$ cat src/rtl/apb_bridge_pkg.sv
// Shared definitions for the APB request arbiter.
//   apb_state_e : transfer sequencing states (IDLE, ISSUE, WAIT, RESP)
//   OKAY / SLVERR / DECERR : two-bit response codes returned on bresp/rresp
package apb_bridge_pkg;

    typedef enum logic [1:0] {
        IDLE  = 2'd0,
        ISSUE = 2'd1,
        WAIT  = 2'd2,
        RESP  = 2'd3
    } apb_state_e;

    localparam logic [1:0] OKAY   = 2'b00;
    localparam logic [1:0] SLVERR = 2'b10;
    localparam logic [1:0] DECERR = 2'b11;

endpackage

$ cat src/rtl/rr_arb2.sv
// Two-way round-robin arbiter.
//   PCLK, PRESET : clock, asynchronous active-high reset
//   req[1:0]     : bit 0 = write request, bit 1 = read request
//   accept       : the current grant is taken; updates the history bit
//   grant[1:0]   : one-hot grant (combinational from req and history)
module rr_arb2 (
    input  logic       PCLK,
    input  logic       PRESET,
    input  logic [1:0] req,
    input  logic       accept,
    output logic [1:0] grant
);

    // 1 = read was served last, so write has priority on a tie.
    logic last_grant;

    always_comb begin
        grant = 2'b00;
        if (req == 2'b11) begin
            grant = last_grant ? 2'b01 : 2'b10;
        end else begin
            grant = req;
        end
    end

    always_ff @(posedge PCLK or posedge PRESET) begin
        if (PRESET) begin
            last_grant <= 1'b1;
        end else if (accept) begin
            last_grant <= grant[1];
        end
    end

endmodule

$ cat src/rtl/apb_req_arbiter.sv
// Arbitrates a write and a read request stream onto a single APB master,
// one transfer outstanding at a time, and returns a response per request.
//   PCLK, PRESET                         : clock, async active-high reset
//   wr_valid/wr_addr/wr_data, wr_ready   : write request and accept pulse
//   rd_valid/rd_addr, rd_ready           : read request and accept pulse
//   req_bit, write_bit, *_pkt            : transfer request to APB master
//   wr_flag, rd_flag, PRDATA, PSLVERR    : completion from APB master
//   bresp_valid/bresp/bresp_ready        : write response handshake
//   rresp_valid/rresp/rdata/rresp_ready  : read response handshake
//
// state | meaning
// IDLE  | waiting for a write or read request
// ISSUE | req_bit high for one cycle, accept pulse visible to requester
// WAIT  | waiting for matching completion flag or timeout
// RESP  | response valid held until matching ready
module apb_req_arbiter
    import apb_bridge_pkg::*;
#(
    parameter int DSIZE   = 32,
    parameter int ASIZE   = 32,
    parameter int TIMEOUT = 16
) (
    input  logic             PCLK,
    input  logic             PRESET,
    input  logic             wr_valid,
    input  logic [ASIZE-1:0] wr_addr,
    input  logic [DSIZE-1:0] wr_data,
    output logic             wr_ready,
    input  logic             rd_valid,
    input  logic [ASIZE-1:0] rd_addr,
    output logic             rd_ready,
    output logic             req_bit,
    output logic             write_bit,
    output logic [31:0]      write_addr_pkt,
    output logic [31:0]      write_data_pkt,
    output logic [31:0]      read_addr_pkt,
    input  logic             wr_flag,
    input  logic             rd_flag,
    input  logic [DSIZE-1:0] PRDATA,
    input  logic             PSLVERR,
    output logic             bresp_valid,
    output logic [1:0]       bresp,
    input  logic             bresp_ready,
    output logic             rresp_valid,
    output logic [1:0]       rresp,
    output logic [DSIZE-1:0] rdata,
    input  logic             rresp_ready
);

    localparam int CW = (TIMEOUT > 1) ? $clog2(TIMEOUT) : 1;

    apb_state_e    state_q, state_d;
    logic [1:0]    req;
    logic [1:0]    grant;
    logic          accept;
    logic          done;
    logic          timeout;
    logic          resp_taken;
    logic [CW-1:0] cnt_q;

    assign req        = {rd_valid, wr_valid};
    assign accept     = (state_q == IDLE) && (req != 2'b00);
    // write_bit records the current grant, so it also selects the flag/ready.
    assign done       = write_bit ? wr_flag : rd_flag;
    assign timeout    = (cnt_q == CW'(TIMEOUT - 1));
    assign resp_taken = write_bit ? bresp_ready : rresp_ready;

    rr_arb2 u_rr_arb2 (
        .PCLK   (PCLK),
        .PRESET (PRESET),
        .req    (req),
        .accept (accept),
        .grant  (grant)
    );

    always_ff @(posedge PCLK or posedge PRESET) begin
        if (PRESET) begin
            state_q <= IDLE;
        end else begin
            state_q <= state_d;
        end
    end

    always_comb begin
        state_d = state_q;
        case (state_q)
            IDLE:    if (accept) state_d = ISSUE;
            ISSUE:   state_d = WAIT;
            WAIT:    if (done || timeout) state_d = RESP;
            RESP:    if (resp_taken) state_d = IDLE;
            default: state_d = IDLE;
        endcase
    end

    // Decoded from registered state only, so all are low while in reset.
    assign req_bit     = (state_q == ISSUE);
    assign bresp_valid = (state_q == RESP) &&  write_bit;
    assign rresp_valid = (state_q == RESP) && !write_bit;

    always_ff @(posedge PCLK or posedge PRESET) begin
        if (PRESET) begin
            wr_ready       <= 1'b0;
            rd_ready       <= 1'b0;
            write_bit      <= 1'b0;
            write_addr_pkt <= '0;
            write_data_pkt <= '0;
            read_addr_pkt  <= '0;
            cnt_q          <= '0;
            bresp          <= OKAY;
            rresp          <= OKAY;
            rdata          <= '0;
        end else begin
            // Registered accept pulse lands in the ISSUE cycle.
            wr_ready <= accept && grant[0];
            rd_ready <= accept && grant[1];

            if (accept) begin
                write_bit <= grant[0];
                if (grant[0]) begin
                    write_addr_pkt <= 32'(wr_addr);
                    write_data_pkt <= 32'(wr_data);
                end else begin
                    read_addr_pkt <= 32'(rd_addr);
                end
            end

            if (state_q == ISSUE) begin
                cnt_q <= '0;
            end else if (state_q == WAIT && !timeout) begin
                cnt_q <= cnt_q + CW'(1);
            end

            // A flag arriving in the timeout cycle takes precedence.
            if (state_q == WAIT) begin
                if (done) begin
                    if (write_bit) begin
                        bresp <= PSLVERR ? SLVERR : OKAY;
                    end else begin
                        rresp <= PSLVERR ? SLVERR : OKAY;
                        rdata <= PSLVERR ? '0 : PRDATA;
                    end
                end else if (timeout) begin
                    if (write_bit) begin
                        bresp <= DECERR;
                    end else begin
                        rresp <= DECERR;
                        rdata <= '0;
                    end
                end
            end
        end
    end

endmodule

$ cat config.mk
export PLATFORM = sky130hd
export DESIGN_NAME = apb_req_arbiter
export DESIGN_NICKNAME = d
export VERILOG_FILES = /design/src/rtl/apb_bridge_pkg.sv /design/src/rtl/rr_arb2.sv /design/src/rtl/apb_req_arbiter.sv
export SDC_FILE = /design/constraint.sdc
export NUM_CORES = 1
export LEC_CHECK = 0
export CORE_MARGIN = 2
export CORE_UTILIZATION = 42
export CTS_CLUSTER_DIAMETER = 200
export DETAILED_ROUTE_END_ITERATION = 8
export HOLD_SLACK_MARGIN = 0.06
export PLACE_DENSITY = 0.94
export SYNTH_ARGS = -nofsm -noshare
export SYNTH_HDL_FRONTEND = slang
export SYNTH_SLANG_ARGS = --single-unit
$ cat constraint.sdc
create_clock -name PCLK -period 7.1 [get_ports PCLK]
set_clock_uncertainty 0.2 [all_clocks]
set_input_delay 0.71 -clock PCLK [delete_from_list [all_inputs] [get_ports PCLK]]
set_output_delay 0.71 -clock PCLK [all_outputs]
set_load 0.01 [all_outputs]
# Yosys cells after proc, flatten, opt, wreduce, memory -nomap -nowiden
# Index checks and enable logic that the tools add are counted.
word_totals:
  ff_bits: 142
  latchBits: 0
  ram_bits: 0
  mem_bits_ro: 0
  in_bits: 137
  output_inout_bits: 138
  wordCells: 68
  n_memories: 0
op_classes:
  n_addsub: 1
  mul: 0
  div: 0
  n_lt_le_gt_ge: 0
  n_eq_ne: 12
  n_shift: 0
  n_mux: 24
  bitwise_logic: 1
  n_reduce_logical: 18
ops:
  columns: ["operator", "n"]
  rows:
  - ["$mux W32", 5]
  - ["$mux W2", 14]
  - ["$ne A2 B2 Y1 const B", 7]
  - ["$mux W4", 2]
  - ["$pmux W2 S4", 1]
  - ["$reduce_and A4 Y1", 2]
  - ["$eq A2 B2 Y1 const B", 3]
  - ["$logic_and A1 B1 Y1", 6]
  - ["$reduce_bool A2 Y1", 3]
  - ["$add A4 B1 Y4 const B", 1]
  - ["$eq A4 B4 Y1 const B", 1]
  - ["$reduce_and A2 Y1", 2]
  - ["$reduce_and A3 Y1", 1]
  - ["$eq A2 B1 Y1 const B", 1]
  - ["$logic_not A1 Y1", 2]
  - ["$logic_not A2 Y1", 1]
  - ["$mux W1", 2]
  - ["$logic_or A1 B1 Y1", 1]
  - ["$not A1 Y1", 1]

# Depth between registers and ports, before layout
logic_depth:
  depth_word: 5
  ltp_mapped: 8
  depth_no_buf: 6

# Modules after synthesis
# Synthesis repeated with hierarchy kept, for this count alone.
hier_totals:
  cells_unflattened: 414
  hier_area_um2: 5610.4
modules_own_cells:
  columns: ["mod", "instances", "cells_per_inst", "area_per_inst_um2", "seq_area_each_um2"]
  rows:
  - ["apb_req_arbiter", 1, 408, 5542.8, 3528.4]
  - ["rr_arb2", 1, 6, 67.6, 26.3]

# Worst setup path before layout
# OpenSTA, ideal clock, no wires.
synth_timing:
  path_type: "input-to-reg"
  from: "input wr_valid"
  to: "register write_addr_pkt[0]"
  setup_time_ns: 0.125
  arrival_time_ns: 1.609
  required_time_ns: 6.775
  slack_ns: 5.166
  path_stages: 5
  n_path_buf: 2
  path_cell_list: "nand2_1 -> a21oi_1 -> buf_2 -> buf_4 -> mux2_2"
synth_between:
  elab_chain_cells: 3
  word_cells_on_any_way: 5
  cone_classes: "eq/ne (1); mux (1); reduce/logical (3)"
synth_rtl:
  columns: ["element", "line", "rtl"]
  rows:
  - ["start, declared", "apb_req_arbiter.sv:25", "input logic wr_valid,"]
  - ["$eq A2 B2 Y1 or $reduce_bool A2 Y1 (tied branches)", "rr_arb2.sv:19, apb_req_arbiter.sv:62", null]
  - ["$mux W2 or $logic_and A1 B1 Y1 (tied branches)", "rr_arb2.sv:19, apb_req_arbiter.sv:62", null]
  - ["$reduce_and A2 Y1 (no line) *", null, null]
  - ["end signal, assigned", "apb_req_arbiter.sv:120", "write_addr_pkt <= 32'(wr_addr);"]
  - ["end, declared", "apb_req_arbiter.sv:34", "output logic [31:0] write_addr_pkt,"]
# Mark *: on every way between the ends. The rest lies on a longest branch, timed or not.
# A chain may end at the register's enable or synchronous reset.

# Worst setup path in the final report
layout_timing:
  from: "register state_q[0]"
  to: "output rresp_valid"
layout_between:
  elab_chain_cells: 2
layout_rtl:
  columns: ["element", "line", "rtl"]
  rows:
  - ["start, declared", "apb_req_arbiter.sv:52", "apb_state_e state_q, state_d;"]
  - ["start signal, assigned", "apb_req_arbiter.sv:80", "state_q <= state_d;"]
  - ["$eq A2 B2 Y1", "apb_req_arbiter.sv:98", "assign rresp_valid = (state_q == RESP) && !write_bit;"]
  - ["$logic_and A1 B1 Y1", "apb_req_arbiter.sv:98", null]
  - ["end, declared", "apb_req_arbiter.sv:44", "output logic rresp_valid,"]
# No other way between the ends.

==> results list <==
* Die Area: 14100 um2
* Routed wirelength normalized by instance count: 18.3 um
- Starting Density: 43.4%
- Design area: around 9000 um2
- Once placement finished, the instance area stood at 8410 um2.
- Max-cap violations in this run came to 0.
* Global-route wire length before repair: ~25000 um
- The floorplan step defined a core boundary enclosing 12700 um2.
- Slowest stage cell on the critical path: clkdlybuf4s50_1
- Grouping stages by cell kind, the critical path spends the most delay in buffers and inverters.
* Peak-usage layer in the global routing report: met2
- Hold Fails Final Rpt: 0
* Crit path arrival time: 1760 ps
* Hold Startpoint: rdata[18]$_DFFE_PP0P_
* Final antenna-violating net count: 0
- CTS Buffer Depth: 2
- Post-layout min period: 2670 ps
- Placed cell count: 837
- CP endpoint kind: output port
- The synthesized design contains 142 register bits.
- The run finished with clean final reports.
- The share of the Yosys chip area taken by registers is 64.4%.
- Worst setup slack before clock tree synthesis: a little over 4000 ps
- Portion of the clock cycle consumed by the worst path in the final layout: 37.5%
- In this run the tool buffered the top-level ports with 274 buffer cells.
* Via-to-Cell Ratio: 4.92
* Top-Level Pins: between 200 and 300
- In this design, the stage delay of the slowest critical-path cell is 570 ps.
* Final Util: 70.6%
- Sinks on Clock Net: 142
- Drt drc: 0
* Most common cell after layout, fill and taps aside: clkdlybuf4s50_1
- Primary FF master, synth: dfrtp_1
- The critical path is of the flop to output port type.
* Met3 track demand over resource in global routing: just over 7%
- Number of warning messages in the yosys log: 0
- At the later pin of the worst-skew pair, clock insertion delay measures slightly above 400 ps.
* Width of the die: 119 um
- TritonCTS built the clock tree.
* Antenna diodes: 0
- Counting both buffers and inverters, the worst setup path holds a total of 1.
- The congestion estimate from routability-driven global placement came to 0.809.
- The cell count after synthesis came out at around 400.
* Grt met1 use: 24.0%
* Met2 global-route usage: 42.9%
* Postcts setup bufs: 0
* Start point of the critical path: state_q[0]$_DFFE_PP0P_
- Pwr per Cell Area: 452 nW/um2
* Synth-to-layout area growth: 62.9%
* Number of enable-type register cells in the synthesized netlist: 0
* Total track usage: 23.2%
- Maximum clock frequency: 0.375 GHz
* Share of synthesized registers carrying an async set or reset: 100%
- Die Span Y: between 100 and 150 um
- Worst min-delay path category: flop to flop
- Ordered cell list for the critical path: ha_1 -> nor2b_1 -> clkdlybuf4s50_1
* Clock Root Buffer: clkbuf_16
- Along the worst path, the maximum fanout reaches 4.
- Commonest non-fill, non-tap cells in the layout: clkdlybuf4s50_1, dfrtp_1, mux2_2
- CTS clock-pin slew for the worst setup and hold paths: 60 ps
- TritonCTS created 17 clock buffers.
- STA classifies the critical path startpoint as a flop.
- The final route contains 4263 vias.
- Adding up every negative setup slack in the final design gives 0 ps.
- The first detailed-routing pass took 4 iterations.
- After legalization and detailed placement, the total HPWL measured ~11000 um.
- Final number of max-transition violations: 0
- In this run the mean area of a mapped cell was 13.5 um2.
- Post-synthesis instance area: around 5500 um2
- Actual transition at the worst max-transition pin: between 1000 and 1500 ps
- RSZ-0062 raised after global routing: no
- The first routing iteration left 247 violations.
* Synthesized net count: 552
- In the final layout, the share of cells above drive strength 1 is 19.1%.
- At the worst endpoint, the required time is 6190 ps.
* Post-route insts no fill: 867
* Final Setup Violations: 0
- Final Routed Wirelength: roughly 16000 um
* Post-CTS Hold Fix Bufs: 0
* Initial antenna violation count: 0
- Maximum number of pins on one net before global-route repair: 82
- Headroom to the max-slew limit came out at 16.7%.
- The total overflow left after global routing is 0.
* Leakage dissipation: between 0.003 and 0.004 uW
- After the last flow step, the layout net total stands at 826.
- H-tree depth: 4
- Netlist cell types: 30
- The via count of the first global-routing pass was 4666.
- Worst VDD drop: 289 uV
- The startpoint identified for the worst register-to-register timing path is state_q[0]$_DFFE_PP0P_.
- Gates resized, CTS repair: 0
- Row count: 41
- Min setup slack post-route: 4430 ps
[worst reg2reg max path, delay by kind of cell, from the launching register on]
family | cells | cell delay, ps
AND/OR/NAND/NOR | 1 | 130
flip-flops | 1 | 420
buffers and inverters | 1 | 100
adder cells (fa/ha/maj) | 1 | 240
AO/OA/AOI/OAI | 1 | 800
multiplexers | 1 | 450
[area by class of cell]
class                           count  area, um2
Clock buffer                       23        468
Clock inverter                      7        113
Fill cell                         840       3740
Inverter                            6       27.5
Multi-Input combinational cell    240       1840
Sequential cell                   142       3550
Tap cell                          172        215
Timing Repair Buffer              277       2770
[state kept, by name, summed over array words and instances, names as in the netlist]
name,count
write_bit,1
rdata,32
write_addr_pkt,32
write_data_pkt,32
state_q,2
u_rr_arb2.last_grant,1
cnt_q,4
wr_ready,1
rresp,2
read_addr_pkt,32
rd_ready,1
bresp,2
[logic make-up (layout without fill, tap and decap cells)]
kind of cell / after synthesis / in the layout / share of synthesized area [%]
flops: 142 / 142 / 64.4
fa+ha+maj: 5 / 5 / 1.13
simple gates: 87 / 87 / 6.42
buf+inv: 28 / 313 / 2.72
compound gates: 47 / 47 / 4.85
mux: 98 / 98 / 20.0
xor+xnor: 3 / 3 / 0.476
[metrics by stage]
step	hold WS [ps]	power (uW)
2_1_floorplan	278	2160
3_3_place_gp	263	3090
3_5_place_dp	269	3190
5_1_grt	318	4270
6_report	277	4060
4_1_cts	281	4100
[report_power, final]
group / leakage (uW) / internal [uW] / switching [uW]
Sequential: 0.00175 / 1210 / 230
Clock: 0.000283 / 565 / 315
Combinational: 0.00173 / 1050 / 689
Total: 0.00376 / 2830 / 1230
[cell usage after synthesis (2+ instances only)]
master,number,share of area (%)
buf_4,7,0.95
o21ai_0,25,2.3
mux2_2,96,20
nand3_1,5,0.45
inv_1,6,0.41
buf_2,9,0.82
dfrtp_1,141,64
xor2_1,3,0.48
o21ai_1,11,1.0
nand2_1,71,4.8
ha_1,5,1.1
nor2_1,4,0.27
a31oi_1,2,0.23
nor2b_1,2,0.23
and3_1,2,0.23
clkbuf_1,5,0.34
a21oi_1,3,0.27
[per-layer routing]
metal / wire [um] / part of all wire (%)
met5: 0 / 0
met4: 433 / 2.7
met3: 1020 / 6.4
met2: 8690 / 55
met1: 5730 / 36
[path summary, 6_finish.rpt]
path                       slack (ps)  cells past startpoint                              to
max in group asynchronous        4710                      3  write_addr_pkt[21]$_DFFE_PP0P_
setup / recovery                 4430                      3                     rresp_valid
hold reg to reg                   280                      2           rdata[18]$_DFFE_PP0P_
setup reg to reg                 4650                      5   read_addr_pkt[22]$_DFFE_PP0P_
hold / removal                    280                      2           rdata[18]$_DFFE_PP0P_
min in group asynchronous         550                      2           rdata[16]$_DFFE_PP0P_
No activity file was read; power rests on OpenSTA's default activity.
